[config.mk]
export PLATFORM = sky130hd
export DESIGN_NAME = nolan_led_pwm_lab3
export DESIGN_NICKNAME = d
export VERILOG_FILES = /design/src/rtl/nolan_led_pwm_lab3.sv
export SDC_FILE = /design/constraint.sdc
export NUM_CORES = 1
export LEC_CHECK = 0
export BUFFER_PORTS_ARGS = -buffer_cell sky130_fd_sc_hd__buf_2
export CAP_MARGIN = 20
export CORE_MARGIN = 5
export CORE_UTILIZATION = 51
export DETAILED_ROUTE_END_ITERATION = 10
export GPL_ROUTABILITY_DRIVEN = 0
export MAX_ROUTING_LAYER = met4
export PLACE_DENSITY = 0.72
export SLEW_MARGIN = 10
export SYNTH_ARGS = -nofsm -noshare
export SYNTH_HDL_FRONTEND = slang
export SYNTH_SLANG_ARGS = --single-unit
export TNS_END_PERCENT = 50
[constraint.sdc]
create_clock -name clk -period 2.7 [get_ports clk]
set_input_delay 0.135 -clock clk [delete_from_list [all_inputs] [get_ports clk]]
set_output_delay 0.135 -clock clk [all_outputs]
set_load 0.01 [all_outputs]
[src/rtl/nolan_led_pwm_lab3.sv]
// -----------------------------------------------------------------------------
// nolan_led_pwm_lab3
//
// Brightness stage that sits after the LED blink core. Each blink waveform bit
// arriving on led_in is registered, optionally PWM-dimmed with a per-channel
// duty value, optionally inverted, and registered again onto led_pwm. Out of
// reset the block is in bypass (en = 0), so the pins follow led_in two cycles
// later.
//
// Optional feature macro: LED_PWM_FADE_EN
//   defined     : the effective duty ramps one step per PWM period toward its
//                 target (linear fade in/out following blink edges).
//   not defined : the effective duty jumps to its target at each period start.
//
// Ports
//   clk      : system clock, all logic on the rising edge
//   reset    : asynchronous active-low reset (0 = in reset)
//   cs       : slot select
//   read     : slot read strobe (not needed; reads are combinational)
//   write    : slot write strobe, register written when cs & write
//   addr     : register index
//                0..N_LED-1 duty[i]   8 presc   9 ctrl {inv,en}
//                10 status {pwm_cnt at [PWM_BITS+15:16], led_q at [N_LED-1:0]}
//   wr_data  : write data
//   rd_data  : read data, combinational on addr, zero for unlisted addresses
//   led_in   : blink waveform from the blink core
//   led_pwm  : registered pin drive
// -----------------------------------------------------------------------------
module nolan_led_pwm_lab3 #(
   parameter int N_LED    = 4,
   parameter int PWM_BITS = 8,
   parameter int PRESC_W  = 16
) (
   input  logic               clk,
   input  logic               reset,
   input  logic               cs,
   input  logic               read,
   input  logic               write,
   input  logic [4:0]         addr,
   input  logic [31:0]        wr_data,
   output logic [31:0]        rd_data,
   input  logic [N_LED-1:0]   led_in,
   output logic [N_LED-1:0]   led_pwm
);

   localparam logic [PWM_BITS-1:0] CNT_MAX = '1;
   localparam logic [PWM_BITS-1:0] CNT_ONE = 1;
   localparam logic [PRESC_W-1:0]  PC_ONE  = 1;

   // Register file
   logic [N_LED-1:0][PWM_BITS-1:0] duty_q, duty_d;
   logic [PRESC_W-1:0]             presc_q, presc_d;
   logic                           en_q, en_d;
   logic                           inv_q, inv_d;

   // Datapath state
   logic [N_LED-1:0]               led_q, led_d;
   logic [PRESC_W-1:0]             pc_q, pc_d;
   logic [PWM_BITS-1:0]            pwm_cnt_q, pwm_cnt_d;
   logic [N_LED-1:0][PWM_BITS-1:0] eff_q, eff_d;
   logic [N_LED-1:0]               led_pwm_q, led_pwm_d;

   // Combinational helpers
   logic                           wr_en;
   logic                           tick;
   logic                           pstart;
   logic [N_LED-1:0][PWM_BITS-1:0] tgt;
   logic [N_LED-1:0]               raw;
   logic [31:0]                    rd_data_c;

   // The read strobe and the unused upper write-data bits are deliberately
   // ignored; folding them here keeps that decision explicit.
   logic unused_sig;
   assign unused_sig = ^{read, wr_data};

   // ---------------------------------------------------------------------------
   // Next-state logic
   // ---------------------------------------------------------------------------
   always_comb begin
      wr_en     = cs & write;
      duty_d    = duty_q;
      presc_d   = presc_q;
      en_d      = en_q;
      inv_d     = inv_q;
      led_d     = led_in;
      pc_d      = pc_q;
      pwm_cnt_d = pwm_cnt_q;
      eff_d     = eff_q;

      // Register writes
      for (int i = 0; i < N_LED; i++) begin
         if (wr_en && (addr == 5'(i))) begin
            duty_d[i] = wr_data[PWM_BITS-1:0];
         end
      end
      if (wr_en && (addr == 5'd8)) begin
         presc_d = wr_data[PRESC_W-1:0];
      end
      if (wr_en && (addr == 5'd9)) begin
         en_d  = wr_data[0];
         inv_d = wr_data[1];
      end

      // Target duty follows the registered blink level; uses the duty value
      // already in the register, so a write landing on a period start is only
      // seen at the following period start.
      for (int i = 0; i < N_LED; i++) begin
         tgt[i] = led_q[i] ? duty_q[i] : '0;
      end

      tick   = (pc_q == presc_q);
      pstart = en_q & tick & (pwm_cnt_q == CNT_MAX);

      if (!en_d) begin
         // Disabled (or being disabled): counters and effective duty parked.
         pc_d      = '0;
         pwm_cnt_d = '0;
         eff_d     = '0;
      end else if (!en_q) begin
         // Enable edge: start a fresh period right away instead of waiting for
         // a period boundary.
         pc_d      = '0;
         pwm_cnt_d = '0;
`ifdef LED_PWM_FADE_EN
         eff_d     = '0;
`else
         eff_d     = tgt;
`endif
      end else begin
         pc_d = tick ? '0 : (pc_q + PC_ONE);
         // A new reload value restarts the prescaler so pc never sits above it.
         if (wr_en && (addr == 5'd8)) begin
            pc_d = '0;
         end
         if (tick) begin
            pwm_cnt_d = pwm_cnt_q + CNT_ONE;
         end
         if (pstart) begin
            for (int i = 0; i < N_LED; i++) begin
`ifdef LED_PWM_FADE_EN
               if (eff_q[i] < tgt[i]) begin
                  eff_d[i] = eff_q[i] + CNT_ONE;
               end else if (eff_q[i] > tgt[i]) begin
                  eff_d[i] = eff_q[i] - CNT_ONE;
               end
`else
               eff_d[i] = tgt[i];
`endif
            end
         end
      end

      // PWM compare; full-scale duty is forced high so it never drops out for
      // the one count where pwm_cnt == max.
      for (int i = 0; i < N_LED; i++) begin
         if (!en_q) begin
            raw[i] = led_q[i];
         end else if (eff_q[i] == CNT_MAX) begin
            raw[i] = 1'b1;
         end else begin
            raw[i] = (pwm_cnt_q < eff_q[i]);
         end
      end
      led_pwm_d = raw ^ {N_LED{inv_q}};
   end

   // ---------------------------------------------------------------------------
   // State registers
   // ---------------------------------------------------------------------------
   always_ff @(posedge clk or negedge reset) begin
      if (!reset) begin
         duty_q    <= '0;
         presc_q   <= '0;
         en_q      <= 1'b0;
         inv_q     <= 1'b0;
         led_q     <= '0;
         pc_q      <= '0;
         pwm_cnt_q <= '0;
         eff_q     <= '0;
         led_pwm_q <= '0;
      end else begin
         duty_q    <= duty_d;
         presc_q   <= presc_d;
         en_q      <= en_d;
         inv_q     <= inv_d;
         led_q     <= led_d;
         pc_q      <= pc_d;
         pwm_cnt_q <= pwm_cnt_d;
         eff_q     <= eff_d;
         led_pwm_q <= led_pwm_d;
      end
   end

   // ---------------------------------------------------------------------------
   // Read mux (independent of cs/read)
   // ---------------------------------------------------------------------------
   always_comb begin
      rd_data_c = '0;
      for (int i = 0; i < N_LED; i++) begin
         if (addr == 5'(i)) begin
            rd_data_c[PWM_BITS-1:0] = duty_q[i];
         end
      end
      case (addr)
         5'd8: rd_data_c[PRESC_W-1:0] = presc_q;
         5'd9: rd_data_c[1:0] = {inv_q, en_q};
         5'd10: begin
            rd_data_c[N_LED-1:0]        = led_q;
            rd_data_c[PWM_BITS+15:16]   = pwm_cnt_q;
         end
         default: ;
      endcase
   end

   assign rd_data = rd_data_c;
   assign led_pwm = led_pwm_q;

endmodule

Word level (Yosys, flattened, before mapping)
Cells that the tools add are included.
Storage, ports and cells
  register bits after elaboration: 114
  input port bits: 46
  word-level logic and storage cells: 77
Cells by class
  order comparisons: 4
  equality and inequality tests: 14
  bitwise logic cells: 4
  mux-type cells: 31
  add/subtract/negate cells: 2
  reduce and logical (&&, ||, !) cells: 7
Operators with widths (number)
  $mux 32: 3
  $mux 8: 12
  $mux 16: 4
  $eq 8x8->1 const B: 5
  $lt 8x8->1: 4
  $add 16x1->16 const B: 1
  $eq 16x16->1: 1
  $eq 5x4->1 const B: 3
  $mux 12: 1
  $eq 5x2->1 const B: 2
  $mux 1: 9
  $add 8x1->8 const B: 1
  $logic_and 1x1->1: 6
  $ne 3x2->1 const B: 2
  $pmux 2 s3: 1
  $eq 5x1->1 const B: 1
  $logic_not 5->1: 1
  $pmux 2 s2: 1
  $xor 4x4->4: 1
  $and 1x1->1: 3

Longest topological paths before layout
Gate-level depths: netlist of the first run.
  word-level depth: 6
  gate-level depth with buffers: 7

Worst setup path before layout of the first run
No wires, ideal clock.
  path type: register to register
  start: reg pc_q[6]
  end: reg eff_q[0] (netlist name)
  arrival time: 1871 ps
  buffers on the path: 2
  period minus slack after synthesis: 2004 ps
  library setup time: 133 ps
  cell stages (with the launch flop): 8
  required time: 2567 ps
  path slack: 696 ps
  cell sequence: dfrtp_1 xor2_1 nor4_1 and4_1 clkbuf_1 a21oi_1 clkbuf_1 o2bb2ai_1
On the way
  word-level cells in the longest chain between the ends: 4
Ends and longest elaborated chain
  start, declared: RTL line 58  | logic [PRESC_W-1:0] pc_q, pc_d;
  start signal, assigned: RTL line 187  | pc_q <= pc_d;
  $eq 16x16->1: RTL line 111  | tick = (pc_q == presc_q);
  $and 1x1->1 (2 in series): RTL line 112  | pstart = en_q & tick & (pwm_cnt_q == CNT_MAX);
  $ne 3x2->1 (no source line)
  end signal, assigned: RTL line 179  | eff_q <= '0;
  end signal, assigned: RTL line 189  | eff_q <= eff_d;
  end, declared: RTL line 60  | logic [N_LED-1:0][PWM_BITS-1:0] eff_q, eff_d;
Every way passes these cells.
A chain may end at the register's enable or synchronous reset.

Worst setup path in the final report of the first run
  start: reg pwm_cnt_q[1]
  end: reg eff_q[25] (netlist name)
On the way
  word-level cells in the longest chain between the ends: 3
Ends and longest elaborated chain
  start, declared: RTL line 59  | logic [PWM_BITS-1:0] pwm_cnt_q, pwm_cnt_d;
  start signal, assigned: RTL line 188  | pwm_cnt_q <= pwm_cnt_d;
  $eq 8x8->1: RTL line 112
  $and 1x1->1: RTL line 112
  $ne 3x2->1 (no source line)
Every way passes these cells.

==> implementation parameters, run 1 <==
Parameter                              Value

Outcome
  Result of the run    complete, no violations

Floorplanning
  Die X-Extent    120.3 um
  Die outline height    120.3 um
  IO Count    82
  Num rows    40
  Core area    11960 um^2
  Die outline area    14470 um^2
  Initial Util    0.5188

Yosys
  Xor and xnor area share after synthesis    0.04375
  Adder and majority cell fraction of the synthesized area    0.06048
  Avg Inst Size Synth    9.945 um^2
  Compound-gate portion of the synthesized area    0.1476
  Post-Syn Area    6206 um^2
  Post-synthesis cell count    624
  FFs w/ async S/R, synth    1.000
  Unique masters post-synth    46
  Combinational family with the most area after synthesis    simple AND/OR/NAND/NOR gates
  Number of flops mapped to enable cells by yosys    0
  Sequential cell area fraction in the yosys report    0.4597
  Synthesized-area fraction occupied by and/or/nand/nor cells    0.1607
  Top cells by instance count after synthesis    sky130_fd_sc_hd__dfrtp_1 (114), sky130_fd_sc_hd__inv_1 (63), sky130_fd_sc_hd__nand2_1 (60)
  Total of flip-flops plus latches after synthesis    114
  Fraction of synthesized cell area taken by the top area cell type    0.4597
  Post-synthesis cell type with the largest combined area    sky130_fd_sc_hd__dfrtp_1
  Most instantiated library cell after synthesis    sky130_fd_sc_hd__dfrtp_1
  Fraction of synthesized area in multiplexers    0.06573
  Count of synthesis-stage warnings from yosys    0
  Most area-consuming cells after synthesis    sky130_fd_sc_hd__dfrtp_1 (46%), sky130_fd_sc_hd__ha_1 (6.0%), sky130_fd_sc_hd__o2bb2ai_1 (4.5%), sky130_fd_sc_hd__o21ai_0 (4.1%), sky130_fd_sc_hd__inv_1 (3.8%)
  Top flip-flop cell by instance count after synthesis    sky130_fd_sc_hd__dfrtp_1

Critical path
  Startpoint type of the worst setup path    flop
  Slowest cell on crit path    sky130_fd_sc_hd__dfrtp_1
  Largest fanout on the critical path    8
  Capturing element type of the critical path    flop
  Critical path data required time    3030 ps
  Cells traversed along the worst timing path    ha_1 -> nand3_1 -> or2_2 -> a211oi_4 -> a31oi_2 -> o2bb2ai_1
  Worst Path Arrival    2510 ps
  Largest incremental delay on the critical path    540 ps
  Startpoint-to-endpoint class of the critical path    reg2reg

Timing
  Number of failing setup endpoints in the final timing report    0
  Setup clock skew after layout    7.847 ps
  Min Tclk post-route    2181 ps
  Final hold violations    0
  Achievable frequency    0.4585 GHz
  Setup repair after global routing missed its margin    no
  Final slew viol count    0
  Slew at the pin closest to its max-slew limit    771.7 ps
  Share of the clock period used by the worst path after layout    0.8078
  Worst slew slack as a fraction of its limit    0.4855
  Worst slack on hold paths    26.33 ps
  Final critical-path setup slack    518.9 ps
  Aggregate negative setup slack    0 ps

Final layout
  Fraction of layout instances using a drive strength above 1    0.1911
  Filler instances    933
  Total number of nets in the final design    782
  Register cell area after layout    2853 um^2
  Layout Area Growth over Synthesis    19.62%
  Final design instance area without fill    7423 um^2
  Number of diodes added for antenna fixing    0
  Area of the multi-input gates    3008 um^2

Place
  Post-placement setup slack    535.3 ps
  Number of buffer cells added on primary ports    56
  Half-perimeter wire length after placement    11.73 mm
  Total cell area at the placement stage    6689 um^2

CTS
  Maximum level of the CTS H-tree    4
  CTS sink count    114
  Post-CTS setup buffer count    0
  Count of hold-fix buffers inserted at cts    13
  Cell at the root of the clock tree    sky130_fd_sc_hd__clkbuf_16
  Inserted Clock Buffers    17
  Clock-pin slew on the worst setup and hold paths    50 ps
  CTS tree    built
  Clock latency reported for the late side of the worst-skew pair    420 ps
  Resized cells post-CTS    0
  Clk buf depth    2

GRT
  Routing layer with the top usage in global route    met2
  Global Route met2 Usage    0.3906
  Residual overflow from global routing    0
  Global-route wire length before repair    26.12 mm
  GR met1 Demand/Resource    0.2960
  Overall Global Routing Usage    0.2418
  Initial antenna violation count    0
  Met3 usage in global routing    0.05239
  Pin count of the biggest net entering global routing    59
  Vias in the first global route    5047

Drt
  Detailed-routing iteration count for the pre-antenna-repair pass    5
  # DRC    0
  First-iteration detailed-routing DRC count    330
  Post-detailed-route via-to-cell ratio    5.789
  Number of nets with antenna violations after routing    0
  Via count of the routed design    5002
  Routed length per placed instance    18.52 um
  Overall routed net length    16.00 mm

Power and ir drop
  Max rail drop VDD    0.4790 mV
  Power Density    656.8 nW/um^2
  Leakage power    0.003453 uW

Worst hold path
  Worst Hold Class    in2reg

Job
  Max Cap Violations    0
-- stage by stage --
| step | power [uW] | utilization | instances |
|---|---|---|---|
| 2_1_floorplan | 2317 | - | 631 |
| 5_1_grt | 5049 | 0.6206 | 864 |
| 4_1_cts | 4900 | 0.6206 | 864 |
| 3_3_place_gp | 2552 | 0.5592 | 821 |
| 3_5_place_dp | 2579 | 0.5592 | 821 |
| 6_report | 4876 | 0.6206 | 864 |
-- kinds of logic (layout without fill, tap and decap cells) --
kind of cell | after synthesis | after routing
xor+xnor | 31 | 31
simple gates | 192 | 192
fa+ha+maj | 30 | 30
flops | 114 | 114
buf+inv | 91 | 177
mux | 31 | 31
compound gates | 134 | 134
other cells | 1 | 8
-- path summary, 6_finish.rpt --
path / from / to / slack, ps / cells past startpoint
setup / recovery: pwm_cnt_q[1] / eff_q[25] / 520 / 6
hold / removal: wr_data[5] / duty_q[21] / 30 / 3
setup reg to reg: pwm_cnt_q[1] / eff_q[25] / 520 / 6
hold reg to reg: eff_q[7] / eff_q[7] / 490 / 1
max in group asynchronous: reset / eff_q[18] / 1580 / 3
min in group asynchronous: reset / pwm_cnt_q[3] / 340 / 2
-- registers in the layout (all words and copies together), names as in the netlist --
signal     count
led_q          4
duty_q        32
inv_q          1
presc_q       16
pwm_cnt_q      8
eff_q         32
en_q           1
led_pwm        4
pc_q          16
-- worst max-delay path: cells and delay by family, from the launching register on --
kind            cells  cell delay [ps]
compound gates      3              820
fa+ha+maj           1              240
flops               1              540
simple gates        2              490
-- layout by cell type, fill, tap and decap left out, types with 4 or more instances in the layout --
| cell | instances |
|---|---|
| sky130_fd_sc_hd__nor2_1 | 34 |
| sky130_fd_sc_hd__nand2_1 | 60 |
| sky130_fd_sc_hd__and2_1 | 23 |
| sky130_fd_sc_hd__o2bb2ai_1 | 32 |
| sky130_fd_sc_hd__mux4_2 | 6 |
| sky130_fd_sc_hd__o22ai_1 | 4 |
| sky130_fd_sc_hd__ha_1 | 30 |
| sky130_fd_sc_hd__or3_1 | 6 |
| sky130_fd_sc_hd__a22o_1 | 4 |
| sky130_fd_sc_hd__bufinv_16 | 4 |
| sky130_fd_sc_hd__o21ai_0 | 51 |
| sky130_fd_sc_hd__buf_4 | 15 |
| sky130_fd_sc_hd__a311oi_1 | 4 |
| sky130_fd_sc_hd__mux2_2 | 18 |
| sky130_fd_sc_hd__clkinv_2 | 6 |
| sky130_fd_sc_hd__inv_1 | 63 |
| sky130_fd_sc_hd__a21oi_1 | 17 |
| sky130_fd_sc_hd__clkbuf_16 | 17 |
| sky130_fd_sc_hd__a21o_1 | 8 |
| sky130_fd_sc_hd__mux2i_1 | 7 |
| sky130_fd_sc_hd__xnor2_1 | 5 |
| sky130_fd_sc_hd__xor2_1 | 26 |
| sky130_fd_sc_hd__nand2b_1 | 11 |
| sky130_fd_sc_hd__nand3_1 | 5 |
| sky130_fd_sc_hd__nor3_1 | 10 |
| sky130_fd_sc_hd__nand4b_1 | 5 |
| sky130_fd_sc_hd__nor4_1 | 9 |
| sky130_fd_sc_hd__nand4_1 | 6 |
| sky130_fd_sc_hd__a31oi_2 | 4 |
| sky130_fd_sc_hd__buf_2 | 55 |
| sky130_fd_sc_hd__dfrtp_1 | 114 |
| sky130_fd_sc_hd__conb_1 | 8 |
| sky130_fd_sc_hd__nor3b_1 | 10 |
| sky130_fd_sc_hd__a211oi_1 | 4 |
| sky130_fd_sc_hd__dlygate4sd3_1 | 13 |
-- power by group --
group	internal, uW	switching (uW)
combinational	234	349
clock	1540	762
sequential	1860	129
-- layout make-up --
type,instances,area share
clock buffer,18,0.05916
clock inverter,12,0.02225
inverter,63,0.03186
multi-input combinational,426,0.4052
sequential,114,0.3843
tap,147,0.02478
timing repair buffer,84,0.07248
-- per-layer routing --
layer  wire length, um  vias up
li1                  -     2324
met1              6641     2512
met2              8159      133
met3               734       33
met4               463        0
met5                 0        -
No activity file was read; power rests on OpenSTA's default activity.
==> run 2, diff against run 1 <==
ABC_AREA = 1   (was default)
PLACE_DENSITY = 0.74   (was 0.72)
clock period = 1.9 ns   (was 2.7 ns; I/O delays follow)
==> run 2 against run 1 <==
Compared with the run above:
- die area is 6.7% higher
- highest routed layer unchanged
- worst hold slack better by 120 ps
- final area increased by 6.4%
- via count grew 19%
- clock skew decreased by 1.3 ps
- sequential cell count unchanged
- critical path depth grew 3
- register-to-register slack worse by 350 ps
- critical endpoint is now eff_q[10]
- largest cell class unchanged
- total power increased by 46%
==> implementation parameters, run 2 <==
Parameter                              Value

Floorplanning
  Core area    12720 um^2 (was 11960 um^2)
  Initial Util    0.5233 (was 0.5188)
  IO Count    82 (unchanged)
  Die X-Extent    124.3 um (was 120.3 um)
  Die outline area    15440 um^2 (was 14470 um^2)
  Num rows    41 (was 40)
  Die outline height    124.3 um (was 120.3 um)

Final layout
  Total number of nets in the final design    1075 (was 782)
  Fraction of layout instances using a drive strength above 1    0.1245 (was 0.1911)
  Layout Area Growth over Synthesis    18.68% (was 19.62%)
  Area of the multi-input gates    3183 um^2 (was 3008 um^2)
  Commonest non-fill, non-tap cells in the layout    sky130_fd_sc_hd__nand2_1 (324), sky130_fd_sc_hd__dfrtp_1 (113), sky130_fd_sc_hd__nor2_1 (101), sky130_fd_sc_hd__inv_1 (98), sky130_fd_sc_hd__nand3_1 (65) (was sky130_fd_sc_hd__dfrtp_1 (114), sky130_fd_sc_hd__inv_1 (63), sky130_fd_sc_hd__nand2_1 (60), sky130_fd_sc_hd__buf_2 (55), sky130_fd_sc_hd__o21ai_0 (51))
  Commonest non-fill, non-tap cell in the layout    sky130_fd_sc_hd__nand2_1 (was sky130_fd_sc_hd__dfrtp_1)
  Regs by FF count    duty_q (32), eff_q (32) (unchanged)
  Filler instances    1184 (was 933)
  Register cell area after layout    2854 um^2 (was 2853 um^2)
  Number of diodes added for antenna fixing    0 (unchanged)

Yosys
  Most instantiated library cell after synthesis    sky130_fd_sc_hd__nand2_1 (was sky130_fd_sc_hd__dfrtp_1)
  Fraction of synthesized cell area taken by the top area cell type    0.4285 (was 0.4597)
  Post-synthesis cell count    918 (was 624)
  Number of flops mapped to enable cells by yosys    0 (unchanged)
  Adder and majority cell fraction of the synthesized area    0.05638 (was 0.06048)
  Unique masters post-synth    33 (was 46)
  Xor and xnor area share after synthesis    0.01316 (was 0.04375)
  Combinational family with the most area after synthesis    simple AND/OR/NAND/NOR gates (unchanged)
  Compound-gate portion of the synthesized area    0.07705 (was 0.1476)
  Synthesized-area fraction occupied by and/or/nand/nor cells    0.3240 (was 0.1607)
  Fraction of synthesized area in multiplexers    0 (was 0.06573)
  Top cells by instance count after synthesis    sky130_fd_sc_hd__nand2_1 (324), sky130_fd_sc_hd__dfrtp_1 (114), sky130_fd_sc_hd__nor2_1 (104) (was sky130_fd_sc_hd__dfrtp_1 (114), sky130_fd_sc_hd__inv_1 (63), sky130_fd_sc_hd__nand2_1 (60))
  Post-synthesis cell type with the largest combined area    sky130_fd_sc_hd__dfrtp_1 (unchanged)
  Total of flip-flops plus latches after synthesis    114 (unchanged)
  Sequential cell area fraction in the yosys report    0.4285 (was 0.4597)
  Top flip-flop cell by instance count after synthesis    sky130_fd_sc_hd__dfrtp_1 (unchanged)
  Post-Syn Area    6658 um^2 (was 6206 um^2)
  Most area-consuming cells after synthesis    sky130_fd_sc_hd__dfrtp_1 (43%), sky130_fd_sc_hd__nand2_1 (18%), sky130_fd_sc_hd__nor2_1 (5.9%), sky130_fd_sc_hd__ha_1 (5.6%), sky130_fd_sc_hd__inv_1 (5.5%) (was sky130_fd_sc_hd__dfrtp_1 (46%), sky130_fd_sc_hd__ha_1 (6.0%), sky130_fd_sc_hd__o2bb2ai_1 (4.5%), sky130_fd_sc_hd__o21ai_0 (4.1%), sky130_fd_sc_hd__inv_1 (3.8%))
  FFs w/ async S/R, synth    1.000 (unchanged)
  Avg Inst Size Synth    7.252 um^2 (was 9.945 um^2)
  Count of synthesis-stage warnings from yosys    0 (unchanged)

Drt
  Via count of the routed design    5934 (was 5002)
  Routed length per placed instance    13.72 um (was 18.52 um)
  Post-detailed-route via-to-cell ratio    5.012 (was 5.789)
  First-iteration detailed-routing DRC count    389 (was 330)
  Number of nets with antenna violations after routing    0 (unchanged)
  # DRC    0 (unchanged)
  Overall routed net length    16.25 mm (was 16.00 mm)
  Detailed-routing iteration count for the pre-antenna-repair pass    5 (unchanged)

Critical path
  Critical path data required time    2200 ps (was 3030 ps)
  Capturing element type of the critical path    flop (unchanged)
  Largest incremental delay on the critical path    350 ps (was 540 ps)
  Worst Path Arrival    2030 ps (was 2510 ps)
  Startpoint type of the worst setup path    flop (unchanged)
  Cells traversed along the worst timing path    ha_1 -> nand3_1 -> nor2_2 -> nand3_1 -> nor2_2 -> nand3_4 -> buf_6 -> nand3_1 -> nand2_1 (was ha_1 -> nand3_1 -> or2_2 -> a211oi_4 -> a31oi_2 -> o2bb2ai_1)
  Library cell appearing most often on the critical path    sky130_fd_sc_hd__nand3_1
  Startpoint-to-endpoint class of the critical path    reg2reg (unchanged)
  Largest fanout on the critical path    31 (was 8)
  Number of buffer and inverter instances along the worst setup path    1 (was 0)
  Cell family contributing the most delay on the critical path    simple AND/OR/NAND/NOR gates (was compound AO/OA/AOI/OAI gates)
  Slowest cell on crit path    sky130_fd_sc_hd__dfrtp_1 (unchanged)

Timing
  Share of the clock period used by the worst path after layout    0.9087 (was 0.8078)
  Final critical-path setup slack    173.6 ps (was 518.9 ps)
  Achievable frequency    0.5792 GHz (was 0.4585 GHz)
  Worst slew slack as a fraction of its limit    0.6636 (was 0.4855)
  Number of failing setup endpoints in the final timing report    0 (unchanged)
  Final slew viol count    0 (unchanged)
  Setup repair after global routing missed its margin    no (unchanged)
  Aggregate negative setup slack    0 ps (unchanged)
  Min Tclk post-route    1726 ps (was 2181 ps)
  Slew at the pin closest to its max-slew limit    500.7 ps (was 771.7 ps)
  Setup clock skew after layout    6.528 ps (was 7.847 ps)
  Final hold violations    0 (unchanged)

Power and ir drop
  Leakage power    0.003982 uW (was 0.003453 uW)
  Power Density    899.3 nW/um^2 (was 656.8 nW/um^2)
  Max rail drop VDD    0.5878 mV (was 0.4790 mV)

CTS
  Clock latency reported for the late side of the worst-skew pair    420 ps (about the same)
  Maximum level of the CTS H-tree    4 (unchanged)
  Cell at the root of the clock tree    sky130_fd_sc_hd__clkbuf_16 (unchanged)
  Inserted Clock Buffers    17 (unchanged)
  Clk buf depth    2 (unchanged)
  CTS sink count    114 (unchanged)
  Post-CTS setup buffer count    0 (unchanged)
  Clock-pin slew on the worst setup and hold paths    50 ps (about the same)
  CTS tree    built (unchanged)

Worst hold path
  Worst Hold Class    in2async (was in2reg)

GRT
  Residual overflow from global routing    0 (unchanged)
  Initial antenna violation count    0 (unchanged)
  Vias in the first global route    5558 (was 5047)
  Global-route wire length before repair    27.37 mm (was 26.12 mm)
  Pin count of the biggest net entering global routing    47 (was 59)
  Overall Global Routing Usage    0.2212 (was 0.2418)

Job
  Max Cap Violations    0 (unchanged)

Place
  Number of buffer cells added on primary ports    56 (unchanged)
  Half-perimeter wire length after placement    11.59 mm (was 11.73 mm)
  Post-placement setup slack    132.6 ps (was 535.3 ps)

Outcome
  Result of the run    complete, no violations (unchanged)
==> run 2: worst register-to-register path: stages (launching register included) <==
cell                      delay (ps)
sky130_fd_sc_hd__dfrtp_1         350
sky130_fd_sc_hd__ha_1            180
sky130_fd_sc_hd__nand3_1         130
sky130_fd_sc_hd__nor2_2          140
sky130_fd_sc_hd__nand3_1         110
sky130_fd_sc_hd__nor2_2          180
sky130_fd_sc_hd__nand3_4         130
sky130_fd_sc_hd__buf_6           210
sky130_fd_sc_hd__nand3_1         120
sky130_fd_sc_hd__nand2_1          60
==> run 2: area by class of cell <==
cell class                      instances  area share
Clock inverter                         10     0.01679
Inverter                              108     0.05131
Timing Repair Buffer                   92     0.08187
Multi-Input combinational cell        666      0.4028
Sequential cell                       114      0.3612
Tap cell                              172     0.02724
Clock buffer                           22     0.05875
==> run 2: cell families after synthesis <==
logic type | count (synthesis)
other cells | 1
xor+xnor | 10
fa+ha+maj | 30
flops | 114
buf+inv | 145
compound gates | 96
simple gates | 522
==> run 2: worst paths after layout <==
path | startpoint | slack, ps | endpoint | depth (start not counted)
max reg2reg | pwm_cnt_q[0] | 170 | eff_q[10] | 9
min reg2reg | duty_q[28] | 510 | duty_q[28] | 2
max in group asynchronous | reset | 1160 | eff_q[18] | 3
max | pwm_cnt_q[0] | 170 | eff_q[10] | 9
min | reset | 150 | duty_q[5] | 2
min in group clk | addr[2] | 170 | inv_q | 6
==> run 2: per-layer routing <==
layer | GRT usage | part of all wire | up-vias
met5 | - | 0 | -
met1 | 0.3103 | 0.48 | 2703
met2 | 0.3232 | 0.45 | 174
li1 | - | - | 3032
met4 | 0.06770 | 0.019 | 0
met3 | 0.04717 | 0.055 | 25
==> run 2: timing repair <==
item	CTS	global route
hold buffers	21	0
resized for setup	0	5
endpoints found under the hold margin	135	0
endpoints found under the setup margin	0	33
==> run 2: where the power goes <==
group	internal, uW	switching, uW	total, uW
Sequential	2670	201	2870
Clock	2120	1100	3210
Combinational	361	659	1020
Total	5150	1960	7110
==> run 2: metrics by stage <==
step | hold WS (ps) | util | total power, uW | cells | area (um^2)
after CTS | 146.9 | 0.6196 | 7120 | 1184 | 7883
final | 150.6 | 0.6211 | 7106 | 1184 | 7901
after floorplan | -200.6 | - | 3595 | 925 | 6684
after global routing | 180.1 | 0.6211 | 7432 | 1184 | 7901
after global placement | 42.32 | 0.5562 | 3856 | 1131 | 7076
after detailed placement | 41.45 | 0.5562 | 3875 | 1131 | 7076
